File: src/rtl/team10_wb_stream_bridge.sv
// team10_wb_stream_bridge
//
// Wishbone slave register bank that bridges single-beat bus accesses into a
// TX byte stream toward the core and an RX byte stream back from it. Each
// direction is buffered in a DEPTH-entry FIFO. A 3-bit IRQ vector is driven
// from the FIFO status.
//
// Ports:
//   clk_i, rst_i         clock, asynchronous active-high reset
//   adr_i, dat_i, sel_i  Wishbone address, write data, byte lane selects
//   cyc_i, stb_i, we_i   Wishbone cycle, strobe, write enable
//   dat_o, ack_o         Wishbone read data (0 outside ack), acknowledge
//   IRQ                  masked interrupt vector (registered)
//   tx_data/valid/ready  TX stream toward the core
//   rx_data/valid/ready  RX stream from the core
//
// Register map (word offset adr_i[4:2]):
//   0 CTRL      [0] enable, [1] tx_flush, [2] rx_flush (flush bits self-clear)
//   1 STATUS    [7:0] tx_count, [15:8] rx_count, [16] tx_full, [17] rx_empty
//   2 TXDATA    write pushes TX FIFO; push into full FIFO sets tx_overflow
//   3 RXDATA    read pops RX FIFO head (0 when empty)
//   4 IRQ_EN    [2:0]
//   5 IRQ_STAT  [0] rx_nonempty, [1] tx_empty, [2] tx_overflow (W1C)
//   6,7         reserved, acked, read 0
module team10_wb_stream_bridge #(
    parameter logic [31:0] BASE_ADDR = 32'h3000_0000,
    parameter int unsigned DW        = 8,
    parameter int unsigned DEPTH     = 8
) (
    input  logic          clk_i,
    input  logic          rst_i,
    input  logic [31:0]   adr_i,
    input  logic [31:0]   dat_i,
    output logic [31:0]   dat_o,
    input  logic [3:0]    sel_i,
    input  logic          cyc_i,
    input  logic          stb_i,
    input  logic          we_i,
    output logic          ack_o,
    output logic [2:0]    IRQ,
    output logic [DW-1:0] tx_data,
    output logic          tx_valid,
    input  logic          tx_ready,
    input  logic [DW-1:0] rx_data,
    input  logic          rx_valid,
    output logic          rx_ready
);
    localparam int unsigned AW       = $clog2(DEPTH);
    localparam logic [AW:0] FULL_CNT = (AW+1)'(DEPTH);

    logic          ack_q, ack_d;
    logic [31:0]   dat_q, dat_d;
    logic [2:0]    irq_q, irq_d;
    logic          en_q, en_d;
    logic [2:0]    irq_en_q, irq_en_d;
    logic          ovf_q, ovf_d;

    logic [DW-1:0] tx_mem_q [DEPTH];
    logic [DW-1:0] tx_mem_d [DEPTH];
    logic [AW-1:0] tx_wptr_q, tx_wptr_d, tx_rptr_q, tx_rptr_d;
    logic [AW:0]   tx_cnt_q, tx_cnt_d;
    logic [DW-1:0] rx_mem_q [DEPTH];
    logic [DW-1:0] rx_mem_d [DEPTH];
    logic [AW-1:0] rx_wptr_q, rx_wptr_d, rx_rptr_q, rx_rptr_d;
    logic [AW:0]   rx_cnt_q, rx_cnt_d;

    logic          req, wr, rd;
    logic [2:0]    off;
    logic          tx_full, tx_empty, rx_full, rx_empty;
    logic          tx_wr_req, tx_push, tx_pop, tx_flush;
    logic          rx_push, rx_pop, rx_flush;
    logic [2:0]    irq_stat;
    logic [31:0]   status, rx_word;
    logic          unused_bits;

    assign ack_o    = ack_q;
    assign dat_o    = dat_q;
    assign IRQ      = irq_q;
    assign tx_data  = tx_mem_q[tx_rptr_q];

    always_comb begin
        req       = stb_i & cyc_i & ~ack_q & (adr_i[31:8] == BASE_ADDR[31:8]);
        wr        = req & we_i;
        rd        = req & ~we_i;
        off       = adr_i[4:2];

        tx_full   = (tx_cnt_q == FULL_CNT);
        tx_empty  = (tx_cnt_q == '0);
        rx_full   = (rx_cnt_q == FULL_CNT);
        rx_empty  = (rx_cnt_q == '0);
        tx_valid  = en_q & ~tx_empty;
        rx_ready  = en_q & ~rx_full;

        // Fullness is judged on pre-edge state, so a concurrent core pop
        // does not rescue a bus push into a full TX FIFO.
        tx_wr_req = wr & (off == 3'd2) & (|sel_i);
        tx_push   = tx_wr_req & ~tx_full;
        tx_pop    = tx_valid & tx_ready;
        tx_flush  = wr & (off == 3'd0) & sel_i[0] & dat_i[1];
        rx_push   = rx_valid & rx_ready;
        rx_pop    = rd & (off == 3'd3) & ~rx_empty;
        rx_flush  = wr & (off == 3'd0) & sel_i[0] & dat_i[2];

        irq_stat  = {ovf_q, tx_empty, ~rx_empty};

        status             = '0;
        status[AW:0]       = tx_cnt_q;
        status[8 +: AW+1]  = rx_cnt_q;
        status[16]         = tx_full;
        status[17]         = rx_empty;

        rx_word            = '0;
        rx_word[DW-1:0]    = rx_mem_q[rx_rptr_q];

        unused_bits = ^{adr_i[7:5], adr_i[1:0], dat_i};
    end

    // Bus side: ack, read data, control registers.
    always_comb begin
        ack_d    = req;
        dat_d    = '0;
        en_d     = en_q;
        irq_en_d = irq_en_q;
        ovf_d    = ovf_q;
        irq_d    = irq_stat & irq_en_q;

        if (rd) begin
            case (off)
                3'd0:    dat_d = {31'b0, en_q};
                3'd1:    dat_d = status;
                3'd3:    dat_d = rx_empty ? '0 : rx_word;
                3'd4:    dat_d = {29'b0, irq_en_q};
                3'd5:    dat_d = {29'b0, irq_stat};
                default: dat_d = '0;
            endcase
        end

        if (wr && sel_i[0]) begin
            case (off)
                3'd0:    en_d     = dat_i[0];
                3'd4:    irq_en_d = dat_i[2:0];
                3'd5:    if (dat_i[2]) ovf_d = 1'b0;
                default: ;
            endcase
        end
        if (tx_wr_req && tx_full) ovf_d = 1'b1;
    end

    // FIFO next state; flush overrides push and pop in the same cycle.
    always_comb begin
        tx_mem_d  = tx_mem_q;
        tx_wptr_d = tx_wptr_q;
        tx_rptr_d = tx_rptr_q;
        tx_cnt_d  = tx_cnt_q;
        rx_mem_d  = rx_mem_q;
        rx_wptr_d = rx_wptr_q;
        rx_rptr_d = rx_rptr_q;
        rx_cnt_d  = rx_cnt_q;

        if (tx_push) tx_mem_d[tx_wptr_q] = dat_i[DW-1:0];
        if (tx_flush) begin
            tx_wptr_d = '0;
            tx_rptr_d = '0;
            tx_cnt_d  = '0;
        end else begin
            if (tx_push) tx_wptr_d = tx_wptr_q + AW'(1);
            if (tx_pop)  tx_rptr_d = tx_rptr_q + AW'(1);
            tx_cnt_d = tx_cnt_q + (AW+1)'(tx_push) - (AW+1)'(tx_pop);
        end

        if (rx_push) rx_mem_d[rx_wptr_q] = rx_data;
        if (rx_flush) begin
            rx_wptr_d = '0;
            rx_rptr_d = '0;
            rx_cnt_d  = '0;
        end else begin
            if (rx_push) rx_wptr_d = rx_wptr_q + AW'(1);
            if (rx_pop)  rx_rptr_d = rx_rptr_q + AW'(1);
            rx_cnt_d = rx_cnt_q + (AW+1)'(rx_push) - (AW+1)'(rx_pop);
        end
    end

    always_ff @(posedge clk_i or posedge rst_i) begin
        if (rst_i) begin
            ack_q     <= 1'b0;
            dat_q     <= '0;
            irq_q     <= '0;
            en_q      <= 1'b0;
            irq_en_q  <= '0;
            ovf_q     <= 1'b0;
            tx_wptr_q <= '0;
            tx_rptr_q <= '0;
            tx_cnt_q  <= '0;
            rx_wptr_q <= '0;
            rx_rptr_q <= '0;
            rx_cnt_q  <= '0;
            for (int unsigned i = 0; i < DEPTH; i++) begin
                tx_mem_q[i] <= '0;
                rx_mem_q[i] <= '0;
            end
        end else begin
            ack_q     <= ack_d;
            dat_q     <= dat_d;
            irq_q     <= irq_d;
            en_q      <= en_d;
            irq_en_q  <= irq_en_d;
            ovf_q     <= ovf_d;
            tx_wptr_q <= tx_wptr_d;
            tx_rptr_q <= tx_rptr_d;
            tx_cnt_q  <= tx_cnt_d;
            rx_wptr_q <= rx_wptr_d;
            rx_rptr_q <= rx_rptr_d;
            rx_cnt_q  <= rx_cnt_d;
            tx_mem_q  <= tx_mem_d;
            rx_mem_q  <= rx_mem_d;
        end
    end

endmodule

File: config.mk
export PLATFORM = sky130hd
export DESIGN_NAME = team10_wb_stream_bridge
export DESIGN_NICKNAME = d
export VERILOG_FILES = /design/src/rtl/team10_wb_stream_bridge.sv
export SDC_FILE = /design/constraint.sdc
export NUM_CORES = 1
export LEC_CHECK = 0
export ABC_AREA = 1
export CAP_MARGIN = 20
export CORE_UTILIZATION = 35
export CTS_CLUSTER_SIZE = 24
export DETAILED_ROUTE_END_ITERATION = 16
export PLACE_DENSITY_LB_ADDON = 0.08
export SLEW_MARGIN = 15
export SYNTH_ARGS = -nofsm -noshare
export SYNTH_HDL_FRONTEND = slang
export SYNTH_SLANG_ARGS = --single-unit
File: constraint.sdc
create_clock -name clk_i -period 8 [get_ports clk_i]
set_input_delay 1.6 -clock clk_i [delete_from_list [all_inputs] [get_ports clk_i]]
set_output_delay 1.6 -clock clk_i [all_outputs]
set_load 0.02 [all_outputs]
== Word level (Yosys, flattened, before mapping) ==
Cells that the tools add are included.
W data, S select, Z words.

* Register bits after elaboration: 189
* Bits of input ports: 83
* Output and inout port bits: 46
* Logic and storage cells: 126

* $add $sub $neg: 8
* Order comparisons: 6
* Equal/unequal tests: 8
* Mux-type cells: 29
* Bitwise operators: 29
* Reduce and logical (&&, ||, !) cells: 18

{| class="wikitable"
|+ Operators by type and width
! kind !! number
|-
| $bwmux W64 || 2
|-
| $pmux W18 S5 || 1
|-
| $mux W8 || 7
|-
| $bmux W8 S3 || 2
|-
| $demux W8 S3 || 2
|-
| $eq A24 B22 Y1 const B || 1
|-
| $mux W3 || 8
|-
| $and A1 B1 Y1 || 18
|-
| $mux W18 || 1
|-
| $ge A4 B4 Y1 const B || 4
|-
| $not A3 Y4 || 4
|-
| $reduce_bool A2 Y1 || 7
|-
| $add A3 B1 Y3 const B || 4
|-
| $add A4 B1 Y4 || 2
|-
| $eq A4 B4 Y1 const B || 2
|-
| $logic_not A4 Y1 || 2
|-
| $lt A4 B1 Y1 const B || 2
|-
| $mux W4 || 2
|-
| $sub A4 B1 Y4 || 2
|-
| $eq A3 B2 Y1 const B || 2
|-
| $eq A3 B3 Y1 const B || 2
|-
| $not A1 Y1 || 6
|-
| $logic_and A1 B1 Y1 || 4
|-
| $mux W1 || 4
|-
| 6 further kinds || 7
|}

== Logic depth before layout (Yosys ltp) ==
* Word-level depth: 10
* Gate-level depth with buffers: 14
* Gate-level depth less buffers: 14

== Least setup slack after synthesis ==
No wires, ideal clock.

* Path type: input to register
* From: input port adr_i[26]
* To: register rx_cnt_q[1]
* Library setup time: 0.143 ns
* Arrival: 3.359 ns
* Data required time: 7.857 ns
* Slack: 4.498 ns
* Stages: 13
* Buffers on the path: 0
* Cells stage by stage: inv_1 nand2_1 nor2_1 nand3_1 nor2_4 nand2_1 nor2_2 ha_1 inv_1 ha_1 fa_1 inv_1 nor2_1

* Longest elaborated chain between the ends: 7
* Elaborated cells between the ends (all ways): 11
* Classes of those cells: add/sub (1); eq/ne (1); mux (1); bitwise (8)

{| class="wikitable"
|+ Ends and longest elaborated chain
! what !! line !! source
|-
| start, declared || 32 || <nowiki>input logic [31:0] adr_i,</nowiki>
|-
| $eq A24 B22 Y1 (*) || 82 || <nowiki>req = stb_i & cyc_i & ~ack_q & (adr_i[31:8] == BASE_ADDR[31:8]);</nowiki>
|-
| $and A1 B1 Y1 (*) || 82 ||
|-
| via ack_d || 51 || <nowiki>logic ack_q, ack_d;</nowiki>
|-
| $and A1 B1 Y1, on equally long branches || 84, 83 ||
|-
| $and A1 B1 Y1, on equally long branches (2 in a row) || 101, 102 ||
|-
| $sub A4 B1 Y4 / $and A1 B1 Y1 (equally long branches) || 179, 102 ||
|-
| $mux W4 (*) || 172 || <nowiki>if (rx_flush) begin</nowiki>
|-
| via rx_cnt_d[1] || 65 || <nowiki>logic [AW:0] rx_cnt_q, rx_cnt_d;</nowiki>
|-
| end signal, assigned || 213 || <nowiki>rx_cnt_q <= rx_cnt_d;</nowiki>
|-
| end, declared || 65 ||
|}

The timed path passes the listed nets; every way through them passes the cells marked *.
A chain may end at the register's enable or synchronous reset.

== Worst setup path in the final report ==
* From: register tx_rptr_q[0]
* To: output port tx_data[3]

* Longest elaborated chain between the ends: 4

{| class="wikitable"
|+ Ends and longest elaborated chain
! what !! line !! source
|-
| start, declared || 60 || <nowiki>logic [AW-1:0] tx_wptr_q, tx_wptr_d, tx_rptr_q, tx_rptr_d;</nowiki>
|-
| start signal, assigned || 209 || <nowiki>tx_rptr_q <= tx_rptr_d;</nowiki>
|-
| $not A3 Y4 (implied by the code) || 79 || <nowiki>assign tx_data = tx_mem_q[tx_rptr_q];</nowiki>
|-
| $bmux W8 S3 || 79 ||
|-
| $mux W8 (implied by the code) (2 in a row) || 79 ||
|-
| end, declared || 41 || <nowiki>output logic [DW-1:0] tx_data,</nowiki>
|}

Every way passes these cells. The select of a mux whose other input is x is not followed.

==> results.md <==
- Setup repair after global routing missed its margin: false
- Critical Path RT: 6400 ps
- Synth Register Bits: 171
- Final Instance Count excl. Fillers: 1425
- CP max stage delay: 770 ps
- ANT nets after route: 0
- CP max FO: 35
- Share of layout cells above drive strength 1: 4.882%
- Die height: 156.8 µm
- LEAKAGE: 4.707 nW
- Drt drc: 0
- Grt met1 use: 25.98%
- Top Ports: 129
- CTS clock-pin slew for the worst setup and hold paths: 70 ps
- Wirelength, routed: 22.28 mm
- GRT busiest layer: met2
- Clock Power Share: 46.4%
- Peak VDD IR: 0.1150 mV
- Placed cell area: 9374 µm²
- Die area: 24590 µm²
- Port-buffer cells: 81
- Int Power: 1.326 mW
- Fmax: 208.5 MHz
- Routability congestion estimate: 0.7924
- Clock skew: 11.89 ps
- Dpl cells: 1393
- Largest net degree at the start of global routing: 80
- Switching share of power: 24.30%
- Synth Warn #: 0
- CP arrival: 3200 ps
- Final worst-path cycle share: 59.97%
- FP Rows: 56
- Post-synth top area cell: dfrtp_1
- Commonest register cell after synthesis: dfrtp_1
- Nets: 1194
- Worst Hold Class: reg -> reg
- Vias in the first global route: 6952
- Area of the multi-input gates: 3563 µm²
- Slew Limit Fails: 0
- H-tree levels: 4
- Setup TNS: 0 ps
- FF/Latch Area: 4279 µm²
- Mapped Area: 8388 µm²
- Period minus WS final: 4797 ps
- CP bufs+invs: 3
- Core Footprint: 23470 µm²
- Vias: 6931
- Fin. Hold Viols: 0
- Root buffer cell: clkbuf_16
- Critical path class: reg -> out
- First-pass GRT wire length: 37.53 mm
- Finished Cell Area: 9941 µm²
- Area Overhead vs Synth: 18.51%
- Net switching power: 425.7 µW
- Top cell family by delay on the critical path: buffers and inverters
- Post-cts sizing count: 0
- Post-CTS Hold Buffers: 0
- CTS tree: done
- Yosys cell types: 36
- # Post-CTS Setup Buffers: 0
- Via density: 4.864
- Clk Latency, worst-skew pair: 430 ps
- # fillers: 2385
- Hold WS: 466.8 ps
- Number of synthesized flops with an enable pin: 0
- Async S/R FF share, synth: 100.0%
- Area share of the largest cell type after synthesis: 51.01%
- Final setup violation count: 0
- All-layer global routing usage: 19.68%
- Die X: 156.8 µm
- Initial antenna violation count: 0
- Met2 Track Usage GR: 33.76%
- Post-Syn Instances: 1036
- Crit path cell chain: buf_4 > inv_1 > o21ai_0 > o22ai_1 > nor2_1 > a31oi_1 > clkdlybuf4s50_1
- Met3 GRT Util: 3.434%
- Pre-antenna DRT Iters: 7
- Worst-Margin Slew: 978.3 ps
- Routed WL per cell: 15.64 µm
- CP startpoint kind: register
- CP endpoint kind: primary output
- Clock buffer count from CTS: 17
- Comb pwr share: 4.2%
- Starting density of the core: 35.74%
- Slowest CP cell: inv_1
- CTS max path bufs: 2
- Synthesized area per cell: 8.097 µm²
- Post-detail-place hpwl: 14.27 mm
- Max-cap check violation count: 0
- Top cells by area, synth: dfrtp_1 51%, nand2_1 12%, o21ai_0 7.6%
- Clock Sinks: 171
- Status: finished clean
- Pwr dens: 176.2 nW/µm²
- Drt initial violations: 393
- Remaining global-route overflow: 0
- Part of the power in registers: 49.3%
- N_diodes: 0
- Sequential area share after synthesis: 51.01%
- Slew HR: 34.71%
[final timing paths]
kind                               from           end  slack (ps)  depth (start not counted)
setup / recovery           tx_rptr_q[0]    tx_data[3]        3200                          7
hold / removal             tx_mem_q[49]  tx_mem_q[49]         470                          2
setup reg to reg                  ack_o  tx_mem_q[57]        5290                         10
hold reg to reg            tx_mem_q[49]  tx_mem_q[49]         470                          2
max in group asynchronous         rst_i  tx_mem_q[26]        5090                          3
min in group asynchronous         rst_i  rx_mem_q[30]        1690                          2
[sequential cells by signal (all words and copies together) (netlist names)]
signal,flops
rx_mem_q,64
rx_cnt_q,4
rx_rptr_q,3
ack_o,1
ovf_q,1
tx_wptr_q,3
tx_rptr_q,3
dat_o,14
IRQ,3
rx_wptr_q,3
en_q,1
irq_en_q,3
tx_cnt_q,4
tx_mem_q,64
[worst min-delay path, delay by kind of cell (launching register included)]
family	cells	cell delay (ps)
flops	1	340
simple gates	2	100
[cell families (layout without fill, tap and decap cells)]
family          count (synthesis)  count (layout)  share of synthesized area (%)
fa+ha+maj                      18              18                          2.864
buf+inv                       133             186                          7.264
other cells                     1              18                        0.04471
flops                         171             171                          51.01
xor+xnor                        9               9                         0.9398
simple gates                  524             524                          26.04
compound gates                180             180                          11.83
[power by group through the flow]
stage / clock network [mW] / logic (mW) / registers [mW]
global route: 0.869 / 0.0843 / 0.864
finish: 0.814 / 0.0743 / 0.864
CTS: 0.833 / 0.0766 / 0.864
floorplan: 0 / 0.0422 / 0.881
detailed placement: 0 / 0.0765 / 0.881
global placement: 0 / 0.0768 / 0.881
[synthesized netlist by cell type, types with 2 or more instances]
library cell	instances
a21oi_1	13
a31oi_1	11
buf_2	9
buf_4	22
buf_6	2
clkbuf_1	32
dfrtp_1	171
fa_1	2
ha_1	16
inv_1	64
inv_2	2
nand2_1	258
nand2_2	4
nand3_1	79
nand4_1	10
nor2_1	151
nor2_2	4
nor2_4	2
nor3_1	11
nor3b_1	2
o211ai_1	8
o21ai_0	127
o22ai_1	9
o32ai_1	8
xnor2_1	2
xor2_1	7
[metal layers]
| layer | routed length [µm] | part of all wire, % |
|---|---|---|
| met4 | 112 | 0.50 |
| met5 | 0 | 0 |
| met2 | 10940 | 49 |
| met3 | 753 | 3.4 |
| met1 | 10470 | 47 |
[placed cells by master (no fill, tap or decap), types with 2 or more instances in the layout]
cell type / synthesis / routed
buf_4: 22 / 5
inv_1: 64 / 63
conb_1: 1 / 18
nand2_2: 4 / 4
fa_1: 2 / 2
clkbuf_16: 0 / 17
a21oi_1: 13 / 13
nand3_1: 79 / 79
nor2_1: 151 / 151
ha_1: 16 / 16
clkinv_4: 0 / 5
nand2_1: 258 / 258
xnor2_1: 2 / 2
inv_2: 2 / 2
nor2_4: 2 / 2
xor2_1: 7 / 7
nand4_1: 10 / 10
clkdlybuf4s50_1: 0 / 81
nor3b_1: 2 / 2
o22ai_1: 9 / 9
o32ai_1: 8 / 8
inv_6: 0 / 3
nor2_2: 4 / 4
o211ai_1: 8 / 8
nor3_1: 11 / 11
dfrtp_1: 171 / 171
a31oi_1: 11 / 11
o21ai_0: 127 / 127
clkinv_2: 0 / 4
inv_8: 0 / 2
[metrics by stage]
step | total power [mW] | utilization, % | setup slack [ps]
floorplan | 0.9232 | - | 1768
global placement | 0.9575 | 39.82 | 3524
detailed placement | 0.9572 | 39.94 | 3502
CTS | 1.773 | 42.35 | 3158
global route | 1.817 | 42.35 | 2889
finish | 1.752 | 42.35 | 3203
[final cells by class]
cell class                      count  area share [%]
Multi-Input combinational cell    749           35.85
Timing Repair Buffer               87           8.811
Clock buffer                       17           4.279
Clock inverter                     15           1.422
Tap cell                          319           4.015
Sequential cell                   171           43.05
Inverter                           67           2.580
No activity file was read; power rests on OpenSTA's default activity.
